<file path="config.mk">
export PLATFORM = sky130hd
export DESIGN_NAME = serial_subtractor
export DESIGN_NICKNAME = d
export VERILOG_FILES = /design/src/rtl/serial_subtractor_pkg.sv /design/src/rtl/full_subtractor.sv /design/src/rtl/serial_subtractor.sv
export SDC_FILE = /design/constraint.sdc
export NUM_CORES = 1
export LEC_CHECK = 0
export BUFFER_PORTS_ARGS = -buffer_cell sky130_fd_sc_hd__buf_2
export CAP_MARGIN = 10
export CORE_ASPECT_RATIO = 0.6
export CORE_MARGIN = 2
export CORE_UTILIZATION = 30
export DETAILED_ROUTE_END_ITERATION = 10
export GPL_TIMING_DRIVEN = 1
export MAX_ROUTING_LAYER = met4
export PLACE_DENSITY = 0.51
export SETUP_SLACK_MARGIN = 0.5
export SYNTH_ARGS = -nofsm -noshare
export SYNTH_HDL_FRONTEND = slang
export SYNTH_HIERARCHICAL = 1
export SYNTH_SLANG_ARGS = --single-unit
export TNS_END_PERCENT = 5
</file>
<file path="constraint.sdc">
create_clock -name clk -period 3.2 [get_ports clk]
set_clock_uncertainty 0.05 [all_clocks]
set_input_delay 0.64 -clock clk [delete_from_list [all_inputs] [get_ports clk]]
set_output_delay 0.64 -clock clk [all_outputs]
set_load 0.02 [all_outputs]
</file>
<file path="src/rtl/serial_subtractor_pkg.sv">
// Shared types for the bit-serial subtractor: FSM state encoding and default operand width.
// No logic; imported by the datapath files.
package serial_subtractor_pkg;

    localparam int DEFAULT_WIDTH = 4;

    typedef enum logic [1:0] {
        IDLE  = 2'd0,
        SHIFT = 2'd1,
        DONE  = 2'd2
    } state_t;

endpackage

</file>
<file path="src/rtl/full_subtractor.sv">
// One-bit full subtractor: d = a - b - bin, combinational (zero latency).
// No flow control; pure function of its inputs.
module full_subtractor (
    input  logic a,
    input  logic b,
    input  logic bin,
    output logic d,
    output logic bout
);

    assign d    = a ^ b ^ bin;
    assign bout = (~a & b) | (~(a ^ b) & bin);

endmodule

</file>
<file path="src/rtl/serial_subtractor.sv">
// Bit-serial A - B - Bin, LSB first; done pulses WIDTH cycles after the accepting edge.
// start is only sampled in IDLE; one operation per WIDTH+2 cycles, requests while busy are dropped.
module serial_subtractor
    import serial_subtractor_pkg::*;
#(
    parameter int WIDTH = DEFAULT_WIDTH
) (
    input  logic             clk,
    input  logic             rst,
    input  logic             start,
    input  logic [WIDTH-1:0] A,
    input  logic [WIDTH-1:0] B,
    input  logic             Bin,
    output logic [WIDTH-1:0] Diff,
    output logic             Bout,
    output logic             busy,
    output logic             done
);

    localparam int CW = (WIDTH > 1) ? $clog2(WIDTH) : 1;
    localparam logic [CW-1:0] LAST_BIT = CW'(WIDTH - 1);

    state_t           state_q, state_d;
    logic [CW-1:0]    cnt_q, cnt_d;
    logic [WIDTH-1:0] a_q, a_d;
    logic [WIDTH-1:0] b_q, b_d;
    logic             br_q, br_d;
    logic [WIDTH-1:0] diff_q, diff_d;
    logic             bout_q, bout_d;
    logic             busy_q, busy_d;
    logic             done_q, done_d;

    logic             fs_d;
    logic             fs_bout;
    logic [WIDTH-1:0] a_shifted;

    full_subtractor u_fs (
        .a    (a_q[0]),
        .b    (b_q[0]),
        .bin  (br_q),
        .d    (fs_d),
        .bout (fs_bout)
    );

    // The minuend register doubles as the result accumulator: each consumed
    // LSB is replaced by a difference bit entering at the top.
    always_comb begin
        a_shifted            = a_q >> 1;
        a_shifted[WIDTH-1]   = fs_d;
    end

    always_comb begin
        state_d = state_q;
        cnt_d   = cnt_q;
        a_d     = a_q;
        b_d     = b_q;
        br_d    = br_q;
        diff_d  = diff_q;
        bout_d  = bout_q;
        case (state_q)
            IDLE: begin
                if (start) begin
                    a_d     = A;
                    b_d     = B;
                    br_d    = Bin;
                    cnt_d   = '0;
                    state_d = SHIFT;
                end
            end
            SHIFT: begin
                a_d   = a_shifted;
                b_d   = b_q >> 1;
                br_d  = fs_bout;
                cnt_d = cnt_q + CW'(1);
                if (cnt_q == LAST_BIT) begin
                    cnt_d   = '0;
                    diff_d  = a_shifted;
                    bout_d  = fs_bout;
                    state_d = DONE;
                end
            end
            DONE:    state_d = IDLE;
            default: state_d = IDLE;
        endcase
        busy_d = (state_d == SHIFT);
        done_d = (state_d == DONE);
    end

    always_ff @(posedge clk) begin
        if (rst) begin
            state_q <= IDLE;
            cnt_q   <= '0;
            a_q     <= '0;
            b_q     <= '0;
            br_q    <= 1'b0;
            diff_q  <= '0;
            bout_q  <= 1'b0;
            busy_q  <= 1'b0;
            done_q  <= 1'b0;
        end else begin
            state_q <= state_d;
            cnt_q   <= cnt_d;
            a_q     <= a_d;
            b_q     <= b_d;
            br_q    <= br_d;
            diff_q  <= diff_d;
            bout_q  <= bout_d;
            busy_q  <= busy_d;
            done_q  <= done_d;
        end
    end

    assign Diff = diff_q;
    assign Bout = bout_q;
    assign busy = busy_q;
    assign done = done_q;

endmodule

</file>
; ---- Yosys cells after proc, flatten, opt, wreduce, memory -nomap -nowiden
; Index checks and enable logic that the tools add are counted.
[op_classes]
addsub = 1
mul = 0
div_mod_pow = 0
order_cmp = 0
eq_ne = 5
shift = 0
mux = 12
bitwise = 7
n_reduce_logical = 4
[ops]
columns = operator, n
row1 = $pmux 4 s2, 2
row2 = $mux 2, 4
row3 = $mux 4, 2
row4 = $pmux 2 s2, 2
row5 = $eq 2x1->1 const B, 2
row6 = $eq 2x2->1 const B, 2
row7 = $reduce_and 2->1, 2
row8 = $add 2x1->2 const B, 1
row9 = $and 1x1->1, 2
row10 = $logic_not 2->1, 1
row11 = $ne 2x2->1 const B, 1
row12 = $not 1->1, 2
row13 = $pmux 1 s2, 1
row14 = $reduce_bool 2->1, 1
row15 = $xor 1x1->1, 2
row16 = $mux 1, 1
row17 = $or 1x1->1, 1
[totals]
register_bits = 20
latchBits = 0
ramBits = 0
mem_bits_ro = 0
in_bits = 12
out_inout_bits = 7
word_cells = 38
n_memories = 0

; ---- Logic depth before layout (Yosys ltp)
[depth]
ltp_word = 5
depth_mapped = 5
ltp_nobuf = 5

; ---- By module
; The synthesis kept the hierarchy.
[modules_own_cells]
columns = mod, instances, cells_per_inst, area_per_inst_um2
row1 = serial_subtractor, 1, 78, 815.8
row2 = full_subtractor, 1, 4, 31.3

; ---- Worst setup path after synthesis
; No wires, ideal clock.
[synth_path]
path_type = input to register
start = input start
end = register b_q[3]
arrival_time_ns = 1.179
t_required_ns = 3.079
slack_ns = 1.901
path_stages = 3
path_buffers = 0
path_cell_list = nand2b_4 -> or3b_1 -> a21oi_1
[synth_between]
elab_chain_cells = 2
[synth_lines]
columns = element, line
row1 = "start, declared", serial_subtractor.sv:10  ; input logic start,
row2 = $ne 2x2->1 (no source line), -
row3 = $reduce_and 2->1 (no source line), -
row4 = "end signal, assigned", serial_subtractor.sv:94  ; b_q <= '0;
row5 = "end signal, assigned", serial_subtractor.sv:104  ; b_q <= b_d;
row6 = "end, declared", serial_subtractor.sv:26  ; logic [WIDTH-1:0] b_q, b_d;
; Every way passes these cells.
; A chain may end at the register's enable or synchronous reset.

; ---- Worst setup path in the final report
[layout_path]
start = register diff_q[3], in the netlist Diff[3]
end = output Diff[3]
[layout_lines]
columns = element, line
row1 = "start, declared", serial_subtractor.sv:28  ; logic [WIDTH-1:0] diff_q, diff_d;
row2 = "start signal, assigned", serial_subtractor.sv:106  ; diff_q <= diff_d;
row3 = "end, declared", serial_subtractor.sv:14  ; output logic [WIDTH-1:0] Diff,
; No word-level cell between the ends.

==> results.rst <==
.. list-table::
   :header-rows: 1

   * - Metric
     - Value
   * - Async set-reset flop share out of synthesis
     - 0%
   * - Iteration count of the initial detailed-routing pass
     - 4
   * - Via Count
     - between 500 and 600
   * - Die Y-Extent
     - 45.2 um
   * - Remaining Overflow, GRT
     - 0
   * - Most frequently used flop master after synthesis
     - sky130_fd_sc_hd__dfxtp_1
   * - Max-slew violation count
     - 0
   * - Run status
     - completed
   * - Post-route antenna net violation count
     - 0
   * - Type of the tightest min-delay check
     - flop to flop
   * - Number of setup buffers added after CTS
     - 0
   * - Worst path required time
     - approximately 2.5 ns
   * - Final worst path period need
     - 1.44 ns
   * - Worst EP arrival
     - about 0.75 ns
   * - Biggest area contributors in the synthesized netlist
     - sky130_fd_sc_hd__dfxtp_1 (47%), sky130_fd_sc_hd__mux2i_1 (17%), sky130_fd_sc_hd__a211oi_1 (7.1%), sky130_fd_sc_hd__nor2_1 (6.6%), sky130_fd_sc_hd__buf_12 (2.4%)
   * - Count of unique library cells instantiated by Yosys
     - 20
   * - Maximum count of clock buffers along a single path
     - 2
   * - Highest net fanout along the worst path
     - 2
   * - Clock-pin slew of the registers on the worst-case setup and hold paths
     - ~0.070 ns
   * - Cells after Synth
     - between 80 and 90
   * - CP Launch Type
     - flop
   * - Worst slack, placed
     - 1.62 ns
   * - I/O Buffers
     - 18
   * - Post-route DRC violation count
     - 0
   * - Initial drt markers
     - 32
   * - Post-Synthesis Cell Area
     - 847 um^2
   * - Total instance count after detailed placement
     - 127
   * - Fraction of layout instances using a drive strength above 1
     - approximately a quarter
   * - Final cycle utilization of the critical path
     - 44.9%
   * - Critical path, cell by cell
     - buf_2
   * - Final standard cell area without fillers
     - ~1000 um^2
   * - Clock latency on the worst-skew pair
     - between 0.2 and 0.3 ns
   * - Total CTS buffers
     - 3
   * - Total Routing Usage GR
     - ~11%
   * - CTS hold repair buffers
     - 0
   * - First-pass GRT wire length
     - 2520 um
   * - Peak supply drop
     - about 170 uV
   * - Flops & latches, synth
     - 20
   * - Crit path max-delay cell type
     - sky130_fd_sc_hd__dfxtp_1
   * - Kind of cell adding the most delay to the critical path
     - flip-flops
   * - Per-cell via count in the routed design
     - 4.58
   * - Maximum number of pins on one net before global-route repair
     - 21
   * - LEAKAGE
     - 0.464 nW
   * - Clock root cell
     - sky130_fd_sc_hd__clkbuf_8
   * - Top cells by count, synth
     - sky130_fd_sc_hd__dfxtp_1 (20), sky130_fd_sc_hd__nor2_1 (15), sky130_fd_sc_hd__mux2i_1 (14)
   * - Num Clock Sinks
     - 20
   * - Non-filler instance count after layout
     - between 100 and 150
   * - Count of H-tree levels built during CTS
     - 1
   * - Post-Route Setup TNS
     - 0 ns
   * - Path type of the worst setup path
     - flop to primary output
   * - Area of the placeable core
     - 0.00259 mm^2
   * - Initial Utilization
     - about a third
   * - Dpl hpwl
     - 1110 um
   * - Area post-placement
     - 931 um^2
   * - Final setup vio count
     - 0
   * - Number of resized instances in the post-cts repair step
     - 0
   * - Number of I/O pins
     - 19
   * - Buffers & Inverters on Critical Path
     - 1
   * - Delay of the slowest cell on the worst path
     - 0.33 ns
   * - Portion of the post-synthesis area used by sequential elements
     - 47.3%
   * - Post-DR wirelength/cell
     - around 12 um
   * - Final standard cell utilization of the core
     - 37.5%
   * - Number of filler cells placed in the layout
     - 264
   * - Net total in the final layout
     - 114
   * - Area growth syn-to-layout
     - 14.8%
   * - Initial antenna violation count
     - 0
   * - Horizontal die dimension
     - 72.6 um
   * - Share of the synthesized area in the top cell type
     - 47.3%
   * - Max Clk Rate
     - 696 MHz
   * - Endpoints failing hold
     - 0
   * - Power per Cell Area
     - 497 mW/mm^2
   * - CTS tree
     - built
   * - Most frequent cell after synthesis
     - sky130_fd_sc_hd__dfxtp_1
   * - Row count
     - 14
   * - Number of global-route vias before repair
     - 535
   * - Count of flip-flops with a built-in enable after synthesis
     - 0
   * - Worst Tran Pin Value
     - between 0.3 and 0.4 ns
   * - Critical path capture point type
     - primary output
   * - YS warnings
     - 6
   * - Crit path setup slack, layout
     - approximately 1.8 ns
   * - Max-cap check violation count
     - 0
   * - Number of nets in the synthesized netlist
     - 96
   * - Area of the die
     - 0.00328 mm^2
   * - Normalized max-slew margin
     - 75.2%
   * - Unrepaired setup endpoints after global routing
     - no
   * - Cell type contributing the most total cell area after synthesis
     - sky130_fd_sc_hd__dfxtp_1
   * - RePlAce Congestion
     - approximately 0.7
   * - Avg Synthesized Cell Area
     - 10.3 um^2
   * - Diode insertion count for antenna repair
     - 0
   * - Routed wire length
     - ~1500 um
cell type report:
class,count,area [um^2],area share (%)
sequential,20,400,41.2
multi-input combinational,53,385,39.6
timing repair buffer,18,90.1,9.27
clock buffer,3,41.3,4.25
tap,32,40.0,4.12
inverter,4,15.0,1.54
flip-flops by register name, indices dropped and copies added (netlist names):
signal / count
Bout: 1
Diff: 4
a_q: 4
b_q: 4
br_q: 1
busy: 1
cnt_q: 2
done: 1
state_q: 2
through the flow:
step	total power [mW]	hold slack (ns)
floorplan	0.319	0.394
global placement	0.330	0.402
detailed placement	0.332	0.422
CTS	0.495	0.433
global route	0.513	0.462
finish	0.484	0.426
report_power, final:
group / internal [mW] / leakage [nW] / switching [mW] / total, mW
clock: 0.0836 / 0.0216 / 0.0750 / 0.159
combinational: 0.0243 / 0.279 / 0.0291 / 0.0535
sequential: 0.262 / 0.164 / 0.00925 / 0.271
routing by layer:
metal  GRT usage, %  share of wire [%]  vias to the layer above  wire length, um
li1               -                  -                      316                -
met1           13.6                 53                      265              812
met2           15.8                 40                       13              616
met3           4.69                6.1                        2               94
met4           3.33               0.78                        0               12
met5              -                  0                        -                0
worst reg2reg max path: cells and delay by family, from the launching register on:
family | cells | cell delay (ns)
and+or+nand+nor | 2 | 0.75
DFF | 1 | 0.36
AOI/OAI and AO/OA | 1 | 0.12
layout by cell type (no fill, tap or decap):
cell type | synthesis | layout
sky130_fd_sc_hd__mux2i_1 | 14 | 14
sky130_fd_sc_hd__buf_2 | 0 | 18
sky130_fd_sc_hd__nor3_1 | 2 | 2
sky130_fd_sc_hd__clkbuf_8 | 0 | 3
sky130_fd_sc_hd__inv_1 | 4 | 4
sky130_fd_sc_hd__nand3b_1 | 1 | 1
sky130_fd_sc_hd__a21oi_1 | 3 | 3
sky130_fd_sc_hd__or3_1 | 1 | 1
sky130_fd_sc_hd__nand2b_2 | 1 | 1
sky130_fd_sc_hd__nor2_1 | 15 | 15
sky130_fd_sc_hd__nand2b_4 | 1 | 1
sky130_fd_sc_hd__nand3_1 | 3 | 3
sky130_fd_sc_hd__fa_1 | 1 | 1
sky130_fd_sc_hd__dfxtp_1 | 20 | 20
sky130_fd_sc_hd__a211oi_1 | 8 | 8
sky130_fd_sc_hd__or3b_1 | 1 | 1
sky130_fd_sc_hd__ha_1 | 1 | 1
sky130_fd_sc_hd__nand3b_2 | 1 | 1
cell families (layout without fill, tap and decap cells):
| logic type | Yosys count | after routing | share of synthesized area (%) |
|---|---|---|---|
| AO/OA/AOI/OAI | 11 | 11 | 8.86 |
| flip-flops | 20 | 20 | 47.3 |
| AND/OR/NAND/NOR | 26 | 26 | 16.2 |
| multiplexers | 14 | 14 | 16.5 |
| buffers and inverters | 9 | 25 | 7.24 |
| adder cells (fa/ha/maj) | 2 | 2 | 3.84 |
worst paths after layout:
| path | start | to | slack, ns | cells past startpoint |
|---|---|---|---|---|
| worst max-delay path | Diff[3] | Diff[3] | 1.76 | 1 |
| worst min-delay path | cnt_q[1] | cnt_q[1] | 0.43 | 2 |
| worst max register to register | state_q[1] | cnt_q[0] | 1.85 | 3 |
| worst min register to register | cnt_q[1] | cnt_q[1] | 0.43 | 2 |
Note: power is estimated with default switching activity, not from simulation.
